## config.mk

```make
export PLATFORM = sky130hd
export DESIGN_NAME = alu_ctrl
export DESIGN_NICKNAME = d
export VERILOG_FILES = /design/src/rtl/alu_ctrl.sv
export SDC_FILE = /design/constraint.sdc
export NUM_CORES = 1
export LEC_CHECK = 0
export BUFFER_PORTS_ARGS = -buffer_cell sky130_fd_sc_hd__buf_2
export CORE_MARGIN = 8
export CORE_UTILIZATION = 45
export DETAILED_ROUTE_END_ITERATION = 7
export GPL_TIMING_DRIVEN = 1
export PLACE_DENSITY = 0.66
export SLEW_MARGIN = 20
export SYNTH_ARGS = -nofsm -noshare
export SYNTH_HDL_FRONTEND = slang
export SYNTH_SLANG_ARGS = --single-unit
export TNS_END_PERCENT = 30
```

## constraint.sdc

```tcl
create_clock -name clk -period 4 [get_ports clk]
set_clock_uncertainty 0.1 [all_clocks]
set_input_delay 0.6 -clock clk [delete_from_list [all_inputs] [get_ports clk]]
set_output_delay 0.6 -clock clk [all_outputs]
set_load 0.05 [all_outputs]
```

## src/rtl/alu_ctrl.sv

```systemverilog
// ALU sequencing controller: owns a 16x16 register file and the status flags,
// and steps each accepted operation through READ, EXEC and WRITE on an external ALU.
module alu_ctrl (
    input  logic        clk,
    input  logic        reset,
    input  logic        op_valid,
    output logic        op_ready,
    input  logic [7:0]  op_code,
    input  logic [3:0]  op_rdest,
    input  logic [3:0]  op_rsrc,
    output logic        done,
    output logic [15:0] result,
    output logic [4:0]  psr,
    output logic [15:0] alu_a,
    output logic [15:0] alu_b,
    output logic [7:0]  alu_opcode,
    output logic        alu_cin,
    input  logic [15:0] alu_c,
    input  logic [4:0]  alu_flags,
    input  logic [3:0]  dbg_addr,
    output logic [15:0] dbg_data
);

    typedef enum logic [1:0] {S_IDLE, S_READ, S_EXEC, S_WRITE} state_t;
    typedef enum logic [1:0] {CLS_NOP, CLS_WRITE, CLS_CMP} op_class_t;

    function automatic op_class_t classify(input logic [7:0] op);
        op_class_t cls;
        if (((op >= 8'h01) && (op <= 8'h09)) || (op == 8'h0D) ||
            ((op >= 8'h50) && (op <= 8'h80)) || (op == 8'h84) ||
            ((op >= 8'h88) && (op <= 8'h8B))) begin
            cls = CLS_WRITE;
        end else if ((op == 8'h0B) || (op == 8'h0F)) begin
            cls = CLS_CMP;
        end else begin
            cls = CLS_NOP;
        end
        return cls;
    endfunction

    state_t        r_state;
    logic          r_op_ready;
    logic          r_done;
    logic [7:0]    r_op_code;
    logic [3:0]    r_rdest;
    logic [3:0]    r_rsrc;
    logic [15:0]   r_regs [16];
    logic [4:0]    r_psr;
    logic [4:0]    r_cap_flags;
    logic [15:0]   r_result;
    logic [15:0]   r_alu_a;
    logic [15:0]   r_alu_b;
    logic [7:0]    r_alu_opcode;
    logic          r_alu_cin;
    op_class_t     w_class;

    assign w_class = classify(r_op_code);

    // Operation sequencer: the ALU operand registers double as the READ-stage
    // operand latches, so they are only non-zero while in EXEC.
    always_ff @(posedge clk) begin
        if (reset) begin
            r_state      <= S_IDLE;
            r_op_ready   <= 1'b1;
            r_done       <= 1'b0;
            r_op_code    <= 8'h00;
            r_rdest      <= 4'h0;
            r_rsrc       <= 4'h0;
            r_psr        <= 5'b00000;
            r_cap_flags  <= 5'b00000;
            r_result     <= 16'h0000;
            r_alu_a      <= 16'h0000;
            r_alu_b      <= 16'h0000;
            r_alu_opcode <= 8'h00;
            r_alu_cin    <= 1'b0;
            for (int i = 0; i < 16; i++) begin
                r_regs[i] <= 16'h0000;
            end
        end else begin
            case (r_state)
                S_IDLE: begin
                    if (op_valid) begin
                        r_op_code  <= op_code;
                        r_rdest    <= op_rdest;
                        r_rsrc     <= op_rsrc;
                        r_op_ready <= 1'b0;
                        r_state    <= S_READ;
                    end else begin
                        r_op_ready <= 1'b1;
                        r_state    <= S_IDLE;
                    end
                end
                S_READ: begin
                    r_alu_a      <= r_regs[r_rdest];
                    r_alu_b      <= r_regs[r_rsrc];
                    r_alu_opcode <= r_op_code;
                    r_alu_cin    <= r_psr[3];
                    r_state      <= S_EXEC;
                end
                S_EXEC: begin
                    // result carries the write value; compares and NOPs report zero
                    r_result     <= (w_class == CLS_WRITE) ? alu_c : 16'h0000;
                    r_cap_flags  <= alu_flags;
                    r_done       <= 1'b1;
                    r_alu_a      <= 16'h0000;
                    r_alu_b      <= 16'h0000;
                    r_alu_opcode <= 8'h00;
                    r_alu_cin    <= 1'b0;
                    r_state      <= S_WRITE;
                end
                S_WRITE: begin
                    if (w_class == CLS_WRITE) begin
                        r_regs[r_rdest] <= r_result;
                    end
                    if (w_class != CLS_NOP) begin
                        r_psr <= r_cap_flags;
                    end
                    r_done     <= 1'b0;
                    r_op_ready <= 1'b1;
                    r_state    <= S_IDLE;
                end
                default: begin
                    r_done     <= 1'b0;
                    r_op_ready <= 1'b1;
                    r_state    <= S_IDLE;
                end
            endcase
        end
    end

    assign op_ready   = r_op_ready;
    assign done       = r_done;
    assign result     = r_result;
    assign psr        = r_psr;
    assign alu_a      = r_alu_a;
    assign alu_b      = r_alu_b;
    assign alu_opcode = r_alu_opcode;
    assign alu_cin    = r_alu_cin;
    assign dbg_data   = r_regs[dbg_addr];

endmodule

```

==> Yosys cells after proc, flatten, opt, wreduce, memory -nomap -nowiden <==
Memories as Yosys holds them, arrays and structs flattened. A register that Yosys moved wholly into a read port is not among the register bits.
Index checks and enable logic that the tools add are counted.
{ "word_totals": {"register_bits": 87, "ramBits": 256, "input_bits": 44, "output_inout_bits": 80, "word_cells": 69, "mem_count": 1} }
{ "memory_table": {"columns": ["name", "words", "width", "read_ports", "rd_clocked_by_memory_dff", "write_ports", "line_no", "rtl"], "rows": [
  ["r_regs", 16, 16, 3, 2, 16, "47", "logic [15:0] r_regs [16];"]
]} }
{ "classes": {"order_cmp": 6, "eq_ne": 8, "mux": 25, "n_reduce_logical": 16} }
{ "ops": {"columns": ["cell", "n"], "rows": [
  ["16-bit case mux with 2 select lines", 2],
  ["16-bit two-way mux", 2],
  ["8-bit by 4-bit equality test with 1-bit output, second input constant", 3],
  ["4-bit two-way mux", 5],
  ["8-bit <= comparator, second input constant", 2],
  ["8-bit case mux with 2 select lines", 1],
  ["16-bit OR reduction", 1],
  ["1-bit two-way mux", 9],
  ["8-bit equality test, second input constant", 1],
  ["8-bit by 1-bit greater-or-equal comparator with 1-bit output, second input constant", 1],
  ["8-bit by 7-bit greater-or-equal comparator with 1-bit output, second input constant", 1],
  ["8-bit greater-or-equal comparator, second input constant", 1],
  ["8-bit by 4-bit <= comparator with 1-bit output, second input constant", 1],
  ["2-bit case mux with 4 select lines", 1],
  ["2-bit nonzero test", 4],
  ["1-bit case mux with 2 select lines", 3],
  ["1-bit logical OR", 5],
  ["2-bit by 1-bit equality test with 1-bit output, second input constant", 2],
  ["2-bit equality test, second input constant", 2],
  ["2-bit two-way mux", 2],
  ["2-bit AND reduction", 2],
  ["1-bit logical AND", 3],
  ["2-bit zero test", 1]
]} }

==> Logic depth before layout (Yosys ltp) <==
{ "depth": {"depth_word": 14, "ltp_mapped": 10, "depth_no_buf": 7} }

==> Worst setup path after synthesis <==
OpenSTA, ideal clock, no wires.
{ "synth_timing": {"path_type": "reg-to-reg", "startpoint": "reg r_state[1]", "endpoint": "mem r_regs[1][0], enable pin", "setup_ns": 0.414, "arrival_time_ns": 2.666, "required_time_ns": 3.486, "setup_slack_ns": 0.820, "path_stages_with_launch": 7, "path_buffers": 1, "period_less_slack_ns": 3.180, "path_cell_list": "dfxtp_1 -> ha_1 -> nor4b_1 -> o31a_2 -> o211ai_2 -> buf_4 -> o31ai_1"} }
{ "synth_rtl": {"columns": ["element", "line_no", "rtl"], "rows": [
  ["start, declared", "41", "state_t r_state;"],
  ["start signal, assigned", "63", "r_state <= S_IDLE;"],
  ["start signal, assigned", "87", "r_state <= S_READ;"],
  ["start signal, assigned", "90", "r_state <= S_IDLE;"],
  ["end, declared", "47", null]
]} }

==> Worst setup path in the final report <==
{ "layout_timing": {"startpoint": "in dbg_addr[0]", "endpoint": "out dbg_data[3]"} }
{ "layout_between": {"elab_chain_cells": 1} }
{ "layout_rtl": {"columns": ["element", "line_no", "rtl"], "rows": [
  ["start, declared", "20", "input logic [3:0] dbg_addr,"],
  ["memory 16 x 16 bit", null, null],
  ["end, declared", "21", "output logic [15:0] dbg_data"]
]} }
No other way between the ends.

==> metrics.txt <==
# TYPE chip_impl_metric gauge
chip_impl_metric{name="detail_route.wl_per_cell",unit="µm"} 28.9
chip_impl_metric{name="ys_warn_count",unit=""} 0
chip_impl_metric{name="synth.cell_area",unit="µm²"} 18100
chip_impl_metric{name="power_leakage",unit="nW"} 6.84
chip_impl_metric{name="route.vias.total",unit=""} 12500
chip_impl_metric{name="placer_s_final_routability_congestion_estimate",unit=""} 0.850
chip_impl_metric{name="gr_met1_demand_resource",unit=""} 0.316
chip_impl_metric{name="clock_tree.buffer_depth",unit=""} 3
chip_impl_metric{name="timing.critical_path.required",unit="ps"} 3300
chip_impl_metric{name="synthesis.nets",unit=""} 1333
chip_impl_metric{name="first_global_vias",unit=""} 13100
chip_impl_metric{name="final.fill_count",unit=""} 3360
chip_impl_metric{name="standard_cell_row_count",unit=""} 73
chip_impl_metric{name="route.final.wire_length",unit="µm"} 56600
chip_impl_metric{name="dr.first_iter.drc_count",unit=""} 1476
chip_impl_metric{name="h-tree-depth",unit=""} 2
chip_impl_metric{name="global_route.usage.met3",unit=""} 0.0581
chip_impl_metric{name="worst_ir_drop_vdd",unit="mV"} 0.347
chip_impl_metric{name="tightestPinTransition",unit="ps"} 1100
chip_impl_metric{name="fmax",unit="GHz"} 0.308
chip_impl_info{name="regToRegStartpoint",value="r_state[1]"} 1
chip_impl_metric{name="route.antenna.remaining_nets",unit=""} 0
chip_impl_metric{name="i_o_pin_count",unit=""} 124
chip_impl_metric{name="post_synthesis_sequential_area_ratio",unit=""} 0.531
chip_impl_metric{name="synth_seq_cells",unit=""} 351
chip_impl_info{name="grt_setup_unrepaired",value="no"} 1
chip_impl_metric{name="hold-worst-slack",unit="ps"} 165
chip_impl_metric{name="cts-buffers-inserted",unit=""} 38
chip_impl_metric{name="cellPowerDensity",unit="nW/µm²"} 438
chip_impl_metric{name="worstSkewPairLatency",unit="ps"} 550
chip_impl_info{name="most-common-layout-cells",value="sky130_fd_sc_hd__nor2_1 (271), sky130_fd_sc_hd__edfxtp_1 (256), sky130_fd_sc_hd__mux4_2 (208)"} 1
chip_impl_metric{name="final-setup-viol-count",unit=""} 0
chip_impl_metric{name="drt-vias-per-instance",unit=""} 6.41
chip_impl_metric{name="critical_path_peak_fanout",unit=""} 64
chip_impl_metric{name="clk_slew_on_worst_s_h_paths",unit="ps"} 60
chip_impl_metric{name="grt_max_degree",unit=""} 65
chip_impl_metric{name="full_die_area",unit="µm²"} 46800
chip_impl_metric{name="drive_gt1_frac",unit=""} 0.340
chip_impl_metric{name="antenna_found_initial",unit=""} 0
chip_impl_info{name="layout.cells.most_common",value="sky130_fd_sc_hd__nor2_1"} 1
chip_impl_info{name="cp-end-kind",value="output port"} 1
chip_impl_metric{name="initial_core_util",unit=""} 0.455
chip_impl_info{name="critPathCapture",value="dbg_data[3]"} 1
chip_impl_metric{name="max_slew_margin",unit=""} 0.266
chip_impl_metric{name="cts_hold_buf",unit=""} 0
chip_impl_metric{name="synthesized_area_per_cell",unit="µm²"} 14.1
chip_impl_metric{name="hold_violations",unit=""} 0
chip_impl_metric{name="grt_use_met2",unit=""} 0.377
chip_impl_metric{name="maxSlewViolCount",unit=""} 0
chip_impl_info{name="timing_worst_setup_path_type",value="primary input to output port"} 1
chip_impl_metric{name="die_width",unit="µm"} 216
chip_impl_metric{name="setup_tns",unit="ps"} 0
chip_impl_metric{name="timing.max_cap.violations",unit=""} 0
chip_impl_metric{name="area_growth_syn_to_layout",unit="%"} 14.6
chip_impl_metric{name="post_synth_inst_count",unit=""} 1285
chip_impl_metric{name="cts_resized",unit=""} 0
chip_impl_info{name="grt_busiest_layer",value="met2"} 1
chip_impl_metric{name="r2r.worst_path.cells",unit=""} 5
chip_impl_metric{name="final_min_period_over_clock_period",unit=""} 0.813
chip_impl_metric{name="core-area",unit="µm²"} 39700
chip_impl_metric{name="firstDrtPassIters",unit=""} 5
chip_impl_info{name="r2r_end",value="r_regs[7][3]"} 1
chip_impl_metric{name="global_route.usage.total",unit=""} 0.239
chip_impl_metric{name="worst-r2r-setup-slack",unit="ps"} 770
chip_impl_info{name="tritoncts",value="yes"} 1
chip_impl_metric{name="postCtsSetupRepairBufs",unit=""} 0
chip_impl_info{name="cell_chosen_for_the_clock_root",value="sky130_fd_sc_hd__clkbuf_16"} 1
chip_impl_metric{name="insertedDiodeCount",unit=""} 0
chip_impl_metric{name="die_y",unit="µm"} 216
chip_impl_metric{name="port-buffer-count",unit=""} 123
chip_impl_info{name="crit_start",value="dbg_addr[0]"} 1
chip_impl_info{name="run_status",value="complete, no violations"} 1
chip_impl_info{name="hold_class",value="primary input to flip-flop"} 1
chip_impl_info{name="worstSetupStartpointType",value="primary input"} 1
chip_impl_metric{name="drcViolationCount",unit=""} 0
chip_impl_metric{name="post_synth_num_cell_types",unit=""} 39
chip_impl_metric{name="global_route.overflow_total",unit=""} 0
chip_impl_metric{name="grt_pass1_wl",unit="µm"} 83600
chip_impl_metric{name="cp.arrival",unit="ps"} 2550
chip_impl_metric{name="cts_sinks",unit=""} 351
chip_impl_metric{name="final_period_minus_worst_setup_slack",unit="ps"} 3250
chip_impl_metric{name="dpl.hpwl",unit="µm"} 37600
chip_impl_metric{name="layout.nets",unit=""} 1448
==> critical path: stages <==
cell and delay [ps]:
sky130_fd_sc_hd__buf_4 100, sky130_fd_sc_hd__buf_12 420, sky130_fd_sc_hd__mux4_2 570, sky130_fd_sc_hd__mux4_2 560, sky130_fd_sc_hd__buf_2 250
==> metrics by stage <==
step | cells | setup WS, ps | cell area, µm² | power [mW] | util
final | 1955 | 750 | 20700 | 9.06 | 0.521
after global routing | 1955 | 630 | 20700 | 9.34 | 0.521
after CTS | 1955 | 733 | 20700 | 9.11 | 0.521
after detailed placement | 1885 | 741 | 19500 | 5.68 | 0.490
after global placement | 1885 | 762 | 19500 | 5.66 | 0.490
after floorplan | 1285 | 820 | 18100 | 5.20 | -
==> per-layer routing <==
layer,up-vias,wire length (µm)
li1,5226,-
met1,6302,20800
met2,873,26400
met3,131,7120
met4,0,2240
met5,-,0
==> report_power, final <==
group	internal [mW]	switching (mW)	total, mW
registers	4.06	0.186	4.25
clock network	1.99	1.47	3.45
logic	0.540	0.824	1.36
total	6.59	2.48	9.06
==> synth_stat cells, drive strengths merged <==
| cell type | count | area share |
|---|---|---|
| a21boi | 1 | 0.00062 |
| a21oi | 18 | 0.0052 |
| a221oi | 32 | 0.016 |
| a22o | 25 | 0.012 |
| a31o | 1 | 0.00048 |
| and2 | 1 | 0.00035 |
| and2b | 3 | 0.0012 |
| and3 | 3 | 0.0010 |
| buf | 62 | 0.021 |
| clkbuf | 47 | 0.0098 |
| dfxtp | 95 | 0.11 |
| edfxtp | 256 | 0.43 |
| ha | 4 | 0.0028 |
| inv | 5 | 0.0010 |
| mux2i | 43 | 0.024 |
| mux4 | 208 | 0.26 |
| nand2 | 100 | 0.021 |
| nand2b | 6 | 0.0021 |
| nand3b | 2 | 0.00083 |
| nor2 | 275 | 0.057 |
| nor2b | 32 | 0.011 |
| nor3 | 2 | 0.00055 |
| nor3b | 2 | 0.0015 |
| nor4b | 1 | 0.00048 |
| o211ai | 5 | 0.0032 |
| o21ai | 45 | 0.012 |
| o21bai | 1 | 0.00042 |
| o31a | 2 | 0.0010 |
| o31ai | 5 | 0.0021 |
| or2 | 1 | 0.00035 |
| or3 | 1 | 0.00035 |
| or3b | 1 | 0.00048 |
==> how the worst min path moves through the flow <==
stage,depth (start not counted),from,to,slack [ps]
3_5_place_dp,2,r_rsrc[3],flip-flop,360
6_report,2,alu_c[8],result[8],160
3_3_place_gp,2,r_rsrc[0],flip-flop,350
5_1_grt,2,alu_c[9],result[9],170
4_1_cts,2,alu_c[8],result[8],150
2_1_floorplan,2,r_rsrc[0],flip-flop,340
==> cells by family after synthesis <==
kind of cell             count (synthesis)  share of synthesized area
flip-flops                             351                      0.531
multiplexers                           251                      0.283
AND/OR/NAND/NOR                        430                     0.0982
AO/OA/AOI/OAI                          135                     0.0531
adder cells (fa/ha/maj)                  4                    0.00277
buffers and inverters                  114                     0.0322
==> flip-flops by register name, indices dropped and copies added, names as in the netlist, named ones only <==
| signal | cells |
|---|---|
| r_cap_flags | 5 |
| psr | 5 |
| r_regs | 256 |
| r_rdest | 4 |
| r_state | 2 |
| alu_opcode | 8 |
| alu_b | 16 |
| alu_a | 16 |
| r_rsrc | 4 |
| result | 16 |
| r_op_code | 8 |
| done | 1 |
| op_ready | 1 |
| alu_cin | 1 |
==> layout make-up <==
class | instances | area [µm²] | area share
multi-input combinational | 820 | 8060 | 0.389
inverter | 5 | 18.8 | 0.000906
timing repair buffer | 184 | 1150 | 0.0556
sequential | 351 | 9600 | 0.463
clock buffer | 56 | 1140 | 0.0552
tap | 525 | 657 | 0.0317
clock inverter | 14 | 82.6 | 0.00399
Note: power is estimated with default switching activity, not from simulation.
